<file path="src/rtl/wb_port_arbiter_pkg.sv">
// Shared widths, defaults and grant encoding for the register-file write-port arbiter.
package wb_port_arbiter_pkg;

  localparam int DATA_WIDTH     = 32;
  localparam int REG_ADDR_WIDTH = 5;
  localparam int WB_FIFO_DEPTH  = 2;
  localparam int WB_MAX_WAIT    = 4;

  localparam logic CTRL_REG_WRITE_EN  = 1'b1;
  localparam logic CTRL_REG_WRITE_DIS = 1'b0;

  typedef enum logic [1:0] {
    GRANT_NONE    = 2'd0,
    GRANT_WB      = 2'd1,
    GRANT_LU      = 2'd2,
    GRANT_DISCARD = 2'd3
  } grant_e;

endpackage

</file>
<file path="src/rtl/wb_pending_fifo.sv">
// Queue of pending long-latency results with per-entry valid bits and
// parallel address compare for WAW squash and ID-stage hazard queries.
module wb_pending_fifo
  import wb_port_arbiter_pkg::*;
#(
  parameter int DEPTH = WB_FIFO_DEPTH,
  parameter int AW    = REG_ADDR_WIDTH,
  parameter int DW    = DATA_WIDTH,
  localparam int PW   = $clog2(DEPTH),
  localparam int CW   = PW + 1
) (
  input  logic          clk,
  input  logic          reset,
  input  logic          push,
  input  logic [AW-1:0] push_addr,
  input  logic [DW-1:0] push_data,
  input  logic          pop,
  input  logic          squash_en,
  input  logic [AW-1:0] squash_addr,
  input  logic [AW-1:0] query_rs,
  input  logic [AW-1:0] query_rt,
  output logic          full,
  output logic          empty,
  output logic          head_valid,
  output logic [AW-1:0] head_addr,
  output logic [DW-1:0] head_data,
  output logic [CW-1:0] count,
  output logic          pending_hit
);

  logic [AW-1:0] addr_q  [DEPTH];
  logic [AW-1:0] addr_d  [DEPTH];
  logic [DW-1:0] data_q  [DEPTH];
  logic [DW-1:0] data_d  [DEPTH];
  logic [DEPTH-1:0] valid_q, valid_d;
  logic [PW-1:0] rd_ptr_q, rd_ptr_d, wr_ptr_q, wr_ptr_d;
  logic [CW-1:0] count_q, count_d;

  // Squash is applied before the push so a same-cycle enqueue survives.
  always_comb begin
    addr_d   = addr_q;
    data_d   = data_q;
    valid_d  = valid_q;
    rd_ptr_d = rd_ptr_q;
    wr_ptr_d = wr_ptr_q;
    for (int i = 0; i < DEPTH; i++) begin
      if (squash_en && addr_q[i] == squash_addr) valid_d[i] = 1'b0;
    end
    if (pop) begin
      valid_d[rd_ptr_q] = 1'b0;
      rd_ptr_d          = rd_ptr_q + PW'(1);
    end
    if (push) begin
      addr_d[wr_ptr_q]  = push_addr;
      data_d[wr_ptr_q]  = push_data;
      valid_d[wr_ptr_q] = 1'b1;
      wr_ptr_d          = wr_ptr_q + PW'(1);
    end
    count_d = count_q + CW'(push) - CW'(pop);
  end

  always_ff @(posedge clk or posedge reset) begin
    if (reset) begin
      for (int i = 0; i < DEPTH; i++) begin
        addr_q[i] <= '0;
        data_q[i] <= '0;
      end
      valid_q  <= '0;
      rd_ptr_q <= '0;
      wr_ptr_q <= '0;
      count_q  <= '0;
    end else begin
      addr_q   <= addr_d;
      data_q   <= data_d;
      valid_q  <= valid_d;
      rd_ptr_q <= rd_ptr_d;
      wr_ptr_q <= wr_ptr_d;
      count_q  <= count_d;
    end
  end

  always_comb begin
    pending_hit = 1'b0;
    for (int i = 0; i < DEPTH; i++) begin
      if (valid_q[i] && (((query_rs != '0) && (addr_q[i] == query_rs)) ||
                         ((query_rt != '0) && (addr_q[i] == query_rt))))
        pending_hit = 1'b1;
    end
  end

  assign full       = (count_q == CW'(DEPTH));
  assign empty      = (count_q == '0);
  assign head_valid = valid_q[rd_ptr_q];
  assign head_addr  = addr_q[rd_ptr_q];
  assign head_data  = data_q[rd_ptr_q];
  assign count      = count_q;

endmodule

</file>
<file path="src/rtl/wb_port_arbiter.sv">
// Register-file write-port arbiter: WB stage always wins, queued LU results
// drain into idle slots, and a starving queue head raises a stall request.
module wb_port_arbiter
  import wb_port_arbiter_pkg::*;
#(
  parameter int DATA_WIDTH_P     = DATA_WIDTH,
  parameter int REG_ADDR_WIDTH_P = REG_ADDR_WIDTH,
  parameter int FIFO_DEPTH       = WB_FIFO_DEPTH,
  parameter int MAX_WAIT         = WB_MAX_WAIT,
  localparam int CW              = $clog2(FIFO_DEPTH) + 1,
  localparam int WW              = $clog2(MAX_WAIT + 1)
) (
  input  logic                        clk,
  input  logic                        reset,
  input  logic                        wb_reg_write_in,
  input  logic [REG_ADDR_WIDTH_P-1:0] wb_write_register_in,
  input  logic [DATA_WIDTH_P-1:0]     wb_write_data_in,
  input  logic                        lu_valid_in,
  input  logic [REG_ADDR_WIDTH_P-1:0] lu_write_register_in,
  input  logic [DATA_WIDTH_P-1:0]     lu_write_data_in,
  output logic                        lu_ready_out,
  input  logic [REG_ADDR_WIDTH_P-1:0] query_rs_in,
  input  logic [REG_ADDR_WIDTH_P-1:0] query_rt_in,
  output logic                        pending_hit_out,
  output logic                        rf_write_en_out,
  output logic [REG_ADDR_WIDTH_P-1:0] rf_write_addr_out,
  output logic [DATA_WIDTH_P-1:0]     rf_write_data_out,
  output logic                        stall_req_out,
  output logic [CW-1:0]               pending_count_out
);

  logic wb_busy, lu_push, pop, head_squash;
  logic full, empty, head_valid, pending_hit;
  logic [REG_ADDR_WIDTH_P-1:0] head_addr;
  logic [DATA_WIDTH_P-1:0]     head_data;
  logic [CW-1:0]               count;
  logic [WW-1:0] wait_q, wait_d;
  logic          stall_q, stall_d;
  grant_e        grant;

  assign wb_busy      = wb_reg_write_in && (wb_write_register_in != '0);
  assign lu_ready_out = !full && !reset;
  assign lu_push      = lu_valid_in && lu_ready_out && (lu_write_register_in != '0);

  wb_pending_fifo #(
    .DEPTH (FIFO_DEPTH),
    .AW    (REG_ADDR_WIDTH_P),
    .DW    (DATA_WIDTH_P)
  ) u_fifo (
    .clk         (clk),
    .reset       (reset),
    .push        (lu_push),
    .push_addr   (lu_write_register_in),
    .push_data   (lu_write_data_in),
    .pop         (pop),
    .squash_en   (wb_busy),
    .squash_addr (wb_write_register_in),
    .query_rs    (query_rs_in),
    .query_rt    (query_rt_in),
    .full        (full),
    .empty       (empty),
    .head_valid  (head_valid),
    .head_addr   (head_addr),
    .head_data   (head_data),
    .count       (count),
    .pending_hit (pending_hit)
  );

  // A killed head is discarded even while WB owns the port.
  always_comb begin
    grant = GRANT_NONE;
    if (wb_busy)         grant = GRANT_WB;
    else if (head_valid) grant = GRANT_LU;
    else if (!empty)     grant = GRANT_DISCARD;
    pop = !empty && (!head_valid || !wb_busy);
  end

  always_comb begin
    rf_write_en_out   = CTRL_REG_WRITE_DIS;
    rf_write_addr_out = '0;
    rf_write_data_out = '0;
    if (!reset) begin
      case (grant)
        GRANT_WB: begin
          rf_write_en_out   = CTRL_REG_WRITE_EN;
          rf_write_addr_out = wb_write_register_in;
          rf_write_data_out = wb_write_data_in;
        end
        GRANT_LU: begin
          rf_write_en_out   = CTRL_REG_WRITE_EN;
          rf_write_addr_out = head_addr;
          rf_write_data_out = head_data;
        end
        default: ;
      endcase
    end
  end

  assign head_squash = head_valid && wb_busy && (head_addr == wb_write_register_in);

  always_comb begin
    wait_d = wait_q;
    if (!head_valid || pop || head_squash) wait_d = '0;
    else if (wait_q < WW'(MAX_WAIT))       wait_d = wait_q + WW'(1);
    stall_d = (wait_d >= WW'(MAX_WAIT));
  end

  always_ff @(posedge clk or posedge reset) begin
    if (reset) begin
      wait_q  <= '0;
      stall_q <= 1'b0;
    end else begin
      wait_q  <= wait_d;
      stall_q <= stall_d;
    end
  end

  assign stall_req_out     = stall_q;
  assign pending_hit_out   = pending_hit && !reset;
  assign pending_count_out = reset ? '0 : count;

endmodule

</file>
<file path="config.mk">
export PLATFORM = sky130hd
export DESIGN_NAME = wb_port_arbiter
export DESIGN_NICKNAME = d
export VERILOG_FILES = /design/src/rtl/wb_port_arbiter_pkg.sv /design/src/rtl/wb_pending_fifo.sv /design/src/rtl/wb_port_arbiter.sv
export SDC_FILE = /design/constraint.sdc
export NUM_CORES = 1
export LEC_CHECK = 0
export BUFFER_PORTS_ARGS = -buffer_cell sky130_fd_sc_hd__buf_2
export CAP_MARGIN = 15
export CORE_ASPECT_RATIO = 1.75
export CORE_UTILIZATION = 34
export CTS_BUF_LIST = sky130_fd_sc_hd__clkbuf_4 sky130_fd_sc_hd__clkbuf_8
export CTS_CLUSTER_SIZE = 20
export DETAILED_ROUTE_END_ITERATION = 8
export GPL_TIMING_DRIVEN = 0
export PLACE_DENSITY = 0.56
export SLEW_MARGIN = 25
export SYNTH_ARGS = -nofsm -noshare
export SYNTH_HDL_FRONTEND = slang
export SYNTH_HIERARCHICAL = 1
export SYNTH_SLANG_ARGS = --single-unit
</file>
<file path="constraint.sdc">
create_clock -name clk -period 4.4 [get_ports clk]
set_clock_uncertainty 0.1 [all_clocks]
set_input_delay 0.88 -clock clk [delete_from_list [all_inputs] [get_ports clk]]
set_output_delay 0.88 -clock clk [all_outputs]
set_load 0.01 [all_outputs]
</file>
======== Yosys cells after proc, flatten, opt, wreduce, memory -nomap -nowiden ========
Index checks and enable logic that the tools add are counted.
Widths: inputs -> output; s select.
storage, ports and cells
  flip-flop bits (word level) ............. 84
  input bits .............................. 88
  output and inout port bits .............. 43
  word-level logic and storage cells ...... 110
cells by class
  $add $sub $neg .......................... 5
  order comparisons ....................... 9
  equality and inequality tests ........... 10
  mux-type cells .......................... 36
  bitwise gates (word level) .............. 5
  reduce and logical (&&, ||, !) cells .... 35
operator list
  kind                 number
  $mux 32              5
  $bwmux 64            1
  $pmux 32 s2          1
  $eq 5x5->1           7
  $demux 32 s1         1
  $mux 5               5
  $reduce_bool 5->1    4
  $logic_and 1x1->1    19
  $mux 2               6
  $bwmux 10            1
  $mux 1               10
  $pmux 5 s2           1
  $mux 3               2
  $demux 5 s1          1
  $logic_not 1->1      5
  $logic_or 1x1->1     5
  $eq 2x2->1 const B   2
  $ge 2x2->1 const B   2
  $lt 1x2->1 const B   2
  $not 1->2            2
  $add 3x1->3 const B  1
  $ge 3x3->1 const B   1
  $lt 3x3->1 const B   1
  $add 1x1->1 const B  2
  other kinds (11)     13

======== Depth between registers and ports, before layout ========
Gate-level depths: netlist (run 1).
  depth in word-level cells ............... 9
  mapped depth ............................ 10
  mapped depth without buffers ............ 10

======== Modules after synthesis ========
The synthesis (run 1) kept the hierarchy.
modules (own cells, without submodules)
  module           instances  cells an instance  area an instance (um^2)  sequential area each (um^2)
  wb_pending_fifo  1          271                3,816.2                  2,001.9
  wb_port_arbiter  1          131                799.5                    75.1

======== Worst setup path after synthesis (run 1) ========
OpenSTA, ideal clock, no wires.
  path kind ............................... input -> output
  start ................................... input port wb_write_register_in[1]
  end ..................................... output port rf_write_data_out[16]
  data arrival time ....................... 2.885 ns
  data required time ...................... 3.420 ns
  path slack .............................. 0.535 ns
  stages .................................. 8
  buffers on the path ..................... 2
  path through ............................ or4_1 o21ai_2 o21ai_0 ha_1 or2_2 clkbuf_1 buf_1 nor2_1
on the way
  word-level cells in the longest chain between the ends .. 6
  elaborated cells on any way between the ends .. 7
  classes of those cells .................. eq/ne (2); mux (3); reduce/logical (2)
ends and longest elaborated chain
  what                                             line                   text
  start, declared                                  wb_port_arbiter.sv:16  input logic [REG_ADDR_WIDTH_P-1:0] wb_write_register_in,
  $reduce_bool 5->1 (*)                            wb_port_arbiter.sv:41  assign wb_busy = wb_reg_write_in && (wb_write_register_in != '0);
  $logic_and 1x1->1 (*)                            wb_port_arbiter.sv:41
  $mux 2 (*)                                       wb_port_arbiter.sv:72  if (wb_busy) grant = GRANT_WB;
  $eq 2x2->1 / $eq 2x1->1 (equally long branches)  wb_port_arbiter.sv:83  case (grant)
  $pmux 32 s2 (*)                                  wb_port_arbiter.sv:83
  $mux 32 (*)                                      wb_port_arbiter.sv:82  if (!reset) begin
  end, declared                                    wb_port_arbiter.sv:27  output logic [DATA_WIDTH_P-1:0] rf_write_data_out,
Mark *: on every way between the ends. The rest lies on a longest branch, timed or not.

======== Worst setup path after layout (run 1) ========
  start ................................... input port wb_write_register_in[1]
  end ..................................... output port rf_write_data_out[30]
Same word-level chain as after synthesis.

==> out/results.tsv, run 1 <==
metric	value	unit
run_status	finished clean	
grt_pass1_wl	19.5	mm
yosysUniqueCellTypes	28	
cts_tree	built	
dpl_cell_area	5510	sq um
clock-sinks	83	
synthCells	402	
core	13300	sq um
cts_max_level	3	
multiInputGateArea	2390	sq um
max_slew_margin	0.636	
dieWidth	90.1	um
port_buffers	130	
place_congestion	0.852	
crit_fanout	10	
grt_max_degree	44	
ys_seq_area_frac	0.450	
grt_pass1_vias	3864	
post-route-min-period	4.23	ns
clk_path_buf_depth	2	
dr.pass1.iters	5	
netlist_top_cells_area	dfrtp_1 (45%), mux2_2 (27%), a22oi_1 (6.0%)	
vdd.ir_drop.worst	0.232	mV
crit_path_end_kind	output port	
grt.total_usage	0.181	
cp.arrival	3.25	ns
p_leak	0.00265	uW
num_rows	56	
postCtsSetupBuffers	0	
clkLatencyLatePin	0.35	ns
initial_utilization	0.347	
fp.dieArea	14100	sq um
synth_top_cell_area_share	0.450	
final_core_util	0.428	
nets	636	
antenna_found_initial	1	
async_flop_share	1.00	
synth_fp_nets	495	
cp-startpoint	wb_write_register_in[1]	
viasPerCell	4.99	
seqCellArea	2080	sq um
rsz0062_at_grt	false	
ctsHoldBuffers	0	
crit_type	in -> out	
synth-warning-count	6	
fillers	1374	
synth_area_leader_cell	dfrtp_1	
r2r-start	u_fifo/rd_ptr_q$_DFFE_PP0P_	
io_pins	131	
max_freq	0.237	GHz
synth-edff-count	0	
avgSynthCellArea	11.5	sq um
grt_overflow	0	
area_growth	23.4	%
synth_area	4620	sq um
yosys_most_used_dff	dfrtp_1	
drive_above_1_share	0.522	
netlist_top_cells_count	mux2_2 (112), dfrtp_1 (83), nor2_1 (44)	
finish.instance_area	5690	sq um
p_per_area	650	nW/um^2
finalSetupViolations	0	
tightest_slew	0.547	ns
period_share	0.961	
timing.final.hold_violations	0	
post_drt_wl_per_cell	16.8	um
hp-class	in -> async	
drtIter0Drc	106	
slew_viol_final	0	
cp.required	3.42	ns
p_total	3700	uW
post-synth-top-count-cell	mux2_2	
drv_cap	0	
cts_buffers	9	
vias	3607	
clk_pin_slew_worst_paths	0.09	ns
cp-start-kind	primary input	
ant_nets	0	
fp.dieH	156	um
route.detailed.drc	0	
root_buffer	clkbuf_8	
synth_seq_cells	83	
drt_wl_total	12.2	mm
dp_hpwl	9.39	mm
-- stage by stage --
stage          setup WS, ns  hold WS [ns]  instances  TNS (ns)
2_1_floorplan         0.535         0.363        402         0
3_3_place_gp         -0.179         0.379        706     -2.34
3_5_place_dp         -0.206         0.388        707     -3.60
4_1_cts              0.0368         0.351        722         0
5_1_grt             0.00600         0.366        723         0
6_report              0.173         0.374        723         0
-- placed cells by master, fill, tap and decap left out, types with 2 or more instances in the layout --
master and instances:
inv_1 9, dfrtp_1 83, nor2b_1 4, nand2_1 6, inv_6 2, clkbuf_2 5, buf_2 142, buf_4 3
nand3_1 8, o21ai_1 2, o21ai_0 3, xor2_1 19, clkinv_4 2, ha_1 4, a22oi_1 37, nor2_1 44
a21oi_1 3, xnor2_1 21, or4_1 3, clkinv_2 2, clkbuf_1 2, nor3_1 5, nor4_1 6, clkbuf_8 9
mux2_2 112
-- where the power goes --
group          internal, uW  total (uW)  switching, uW
Combinational           953        1790            841
Sequential             1140        1420            273
Clock                   209         494            285
Total                  2310        3700           1400
-- layout make-up --
| type | instances | share of cell area |
|---|---|---|
| Tap cell | 174 | 0.0382 |
| Clock buffer | 9 | 0.0218 |
| Clock inverter | 7 | 0.00923 |
| Inverter | 10 | 0.00703 |
| Sequential cell | 83 | 0.365 |
| Antenna cell | 1 | 0.000439 |
| Buffer | 23 | 0.0209 |
| Timing Repair Buffer | 131 | 0.118 |
| Multi-Input combinational cell | 285 | 0.420 |
-- final timing paths --
check                                                endpoint  slack [ns]  cells after the start
worst max-delay path                    rf_write_data_out[30]        0.17                     10
worst min-delay path                  stall_req_out$_DFF_PP0_        0.37                      2
worst max register to register      u_fifo/count[1]$_DFF_PP0_        1.93                      8
worst min register to register  u_fifo/data_q[47]$_DFFE_PP0P_        0.41                      1
max in group asynchronous       u_fifo/data_q[36]$_DFFE_PP0P_        3.05                      3
min in group clk                u_fifo/data_q[47]$_DFFE_PP0P_        0.41                      1
-- cells by family after synthesis --
kind of cell / after synthesis / share of synthesized area
AOI/OAI and AO/OA: 48 / 0.0754
xor gates and xnor gates: 40 / 0.0759
adders and majority gates: 5 / 0.0136
buffers and inverters: 34 / 0.0325
DFF: 83 / 0.450
muxes: 113 / 0.275
and+or+nand+nor: 79 / 0.0773
-- what timing repair did --
action | in CTS | in global routing
pin swaps | 0 | 0
setup endpoints to repair | 32 | 36
resized for setup | 4 | 9
-- sequential cells by signal (all words and copies together), names as in the netlist --
| register | flops |
|---|---|
| u_fifo/rd_ptr_q | 1 |
| u_fifo/data_q | 64 |
| u_fifo/count | 2 |
| u_fifo/valid_q | 2 |
| wait_q | 2 |
| stall_req_out | 1 |
| u_fifo/wr_ptr_q | 1 |
| u_fifo/addr_q | 10 |
-- worst max-delay path: stages --
cell and delay, ns:
buf_2 0.14, or4_1 0.55, o21ai_2 0.19, o21ai_0 0.16, ha_1 0.30, or2_2 0.30
buf_2 0.21, buf_2 0.21, nor2_1 0.15, buf_2 0.15
-- per-layer routing --
| metal | wire (um) | part of all wire | GRT usage |
|---|---|---|---|
| met1 | 4510 | 0.37 | 0.188 |
| met2 | 6880 | 0.57 | 0.349 |
| met3 | 449 | 0.037 | 0.0288 |
| met4 | 314 | 0.026 | 0.0883 |
| met5 | 0 | 0 | 0 |
No activity file was read; power rests on OpenSTA's default activity.
==> run 2: changes to the inputs <==
--- a/config.mk
+++ b/config.mk
@@ -10,3 +10,3 @@
 export CORE_ASPECT_RATIO = 1.75
-export CORE_UTILIZATION = 34
+export CORE_UTILIZATION = 54
 export CTS_BUF_LIST = sky130_fd_sc_hd__clkbuf_4 sky130_fd_sc_hd__clkbuf_8
@@ -15,3 +15,3 @@
 export GPL_TIMING_DRIVEN = 0
-export PLACE_DENSITY = 0.56
+export PLACE_DENSITY = 0.82
 export SLEW_MARGIN = 25
==> constraint.sdc (replaced) <==
create_clock -name clk -period 4.4 [get_ports clk]
set_clock_uncertainty 0.1 [all_clocks]
set_input_delay 0.44 -clock clk [delete_from_list [all_inputs] [get_ports clk]]
set_output_delay 0.44 -clock clk [all_outputs]
set_load 0.01 [all_outputs]
==> out/results.tsv, run 2 (same netlist as run 1, synthesis figures left out) <==
metric	value	unit	change
antenna_found_initial	1		unchanged
tns	0	ns	unchanged
cts_resized	0		-4
dieWidth	71.9	um	-20%
io_pins	131		unchanged
slowest_delay	0.47	ns	-0.08 ns
slew_viol_final	0		unchanged
vias	3687		+2.2%
post-route-min-period	3.87	ns	-0.359 ns
clk_pin_slew_worst_paths	0.08	ns	about the same
fp.dieH	124	um	-20%
route.detailed.drc	0		unchanged
area_growth	23.1	%	
core	8310	sq um	-38%
final_common_cell	buf_2		
timing.final.hold_violations	0		unchanged
viasPerCell	5.54		+11%
port_buffers	130		unchanged
period_share	0.879		-0.0816
cp.arrival	3.33	ns	+0.08 ns
cp.required	3.86	ns	+0.44 ns
grt_pass1_vias	3904		+1.0%
grt_max_degree	51		+16%
dp_hpwl	8.84	mm	-5.9%
drv_cap	0		unchanged
largest_reg_flops	64		unchanged
dr.pass1.iters	4		-1
grt_overflow	0		unchanged
num_rows	44		-21%
dpl_cell_area	5440	sq um	-1.2%
hp-class	in -> reg		
crit_path_end_kind	output port		
root_buffer	clkbuf_8		
clkLatencyLatePin	0.35	ns	about the same
crit_type	reg -> out		
fillers	623		-55%
crit_fanout	10		unchanged
finish.instance_area	5680	sq um	-0.22%
max_flop_register	u_fifo/data_q		
max_freq	0.259	GHz	+9.3%
drt_wl_total	11.7	mm	-4.2%
cp-start-kind	flop		
drtIter0Drc	138		+30%
max_slew_margin	0.610		-0.0259
clk_path_buf_depth	2		unchanged
top_regs	u_fifo/data_q (64), u_fifo/addr_q (10)		
drive_above_1_share	0.503		-0.0192
crit_family	buffers and inverters		
place_congestion	0.870		+2.1%
clock-sinks	83		unchanged
cp_num_buf_inv	4		unchanged
initial_utilization	0.555		+0.209
vdd.ir_drop.worst	0.438	mV	+89%
rsz0062_at_grt	false		
cts_buffers	9		unchanged
layout_common_cells	buf_2 (139), mux2_2 (112), dfrtp_1 (83)		
ant_nets	0		unchanged
post_drt_wl_per_cell	17.5	um	+4.2%
p_leak	0.00266	uW	+0.67%
p_per_area	677	nW/um^2	+4.0%
fp.dieArea	8940	sq um	-36%
cts_max_level	3		unchanged
grt_pass1_wl	18.7	mm	-3.7%
run_status	finished clean		
finalSetupViolations	0		unchanged
cp_cell_sequence	buf_2 -> mux2_2 -> o21ai_0 -> ha_1 -> clkbuf_1 -> clkbuf_1 -> a22oi_1 -> nor2_1 -> buf_2		
tightest_slew	0.585	ns	+0.0389 ns
cts_tree	built		
grt.total_usage	0.274		+0.0926
nets	638		+0.31%
crit_slowest_cell	clkbuf_1		
-- run 2: worst paths after layout --
kind | start | to | slack, ns | cells after the start
setup / recovery | u_fifo/rd_ptr_q$_DFFE_PP0P_ | rf_write_data_out[30] | 0.53 | 9
hold / removal | lu_write_data_in[18] | u_fifo/data_q[50]$_DFFE_PP0P_ | 0.24 | 2
setup reg to reg | u_fifo/rd_ptr_q$_DFFE_PP0P_ | u_fifo/count[1]$_DFF_PP0_ | 1.88 | 8
hold reg to reg | u_fifo/data_q[13]$_DFFE_PP0P_ | u_fifo/data_q[13]$_DFFE_PP0P_ | 0.40 | 1
max in group asynchronous | reset | u_fifo/addr_q[0]$_DFFE_PP0P_ | 3.01 | 4
min in group asynchronous | reset | stall_req_out$_DFF_PP0_ | 0.48 | 3
-- run 2: per-stage QoR --
step,std cells,power [uW],utilization,setup slack (ns),hold slack [ns]
CTS,664,3850,0.683,0.578,0.222
global route,665,4080,0.683,0.280,0.225
global placement,647,3110,0.651,0.777,0.275
floorplan,402,2690,-,1.42,0.0936
finish,665,3840,0.683,0.532,0.237
detailed placement,648,3210,0.654,0.665,0.312
-- run 2: final cells by class --
class | count | area, sq um | area share
multi-input combinational | 285 | 2390 | 0.420
buffer | 24 | 113 | 0.0198
clock buffer | 9 | 124 | 0.0218
sequential | 83 | 2080 | 0.366
antenna | 1 | 2.50 | 0.000440
inverter | 10 | 40.0 | 0.00705
tap | 115 | 144 | 0.0253
clock inverter | 6 | 105 | 0.0185
timing repair buffer | 132 | 688 | 0.121
-- run 2: metal layers --
layer  GRT usage  wire length [um]  vias to the layer above
met2       0.477              6180                      132
met4       0.163               622                        0
met3      0.0494               484                       40
met1       0.303              4360                     1805
met5           0                 0                        -
li1            -                 -                     1710
-- run 2: what timing repair did --
| item | CTS | global route |
|---|---|---|
| hold endpoints to repair | 3 | 0 |
| endpoints found under the setup margin | 0 | 0 |
| buffers inserted | 0 | 0 |
| hold buffers | 1 | 0 |
-- run 2: power breakdown --
group          internal [uW]  switching, uW
logic                    946            847
registers               1140            270
clock network            371            267
total                   2460           1380
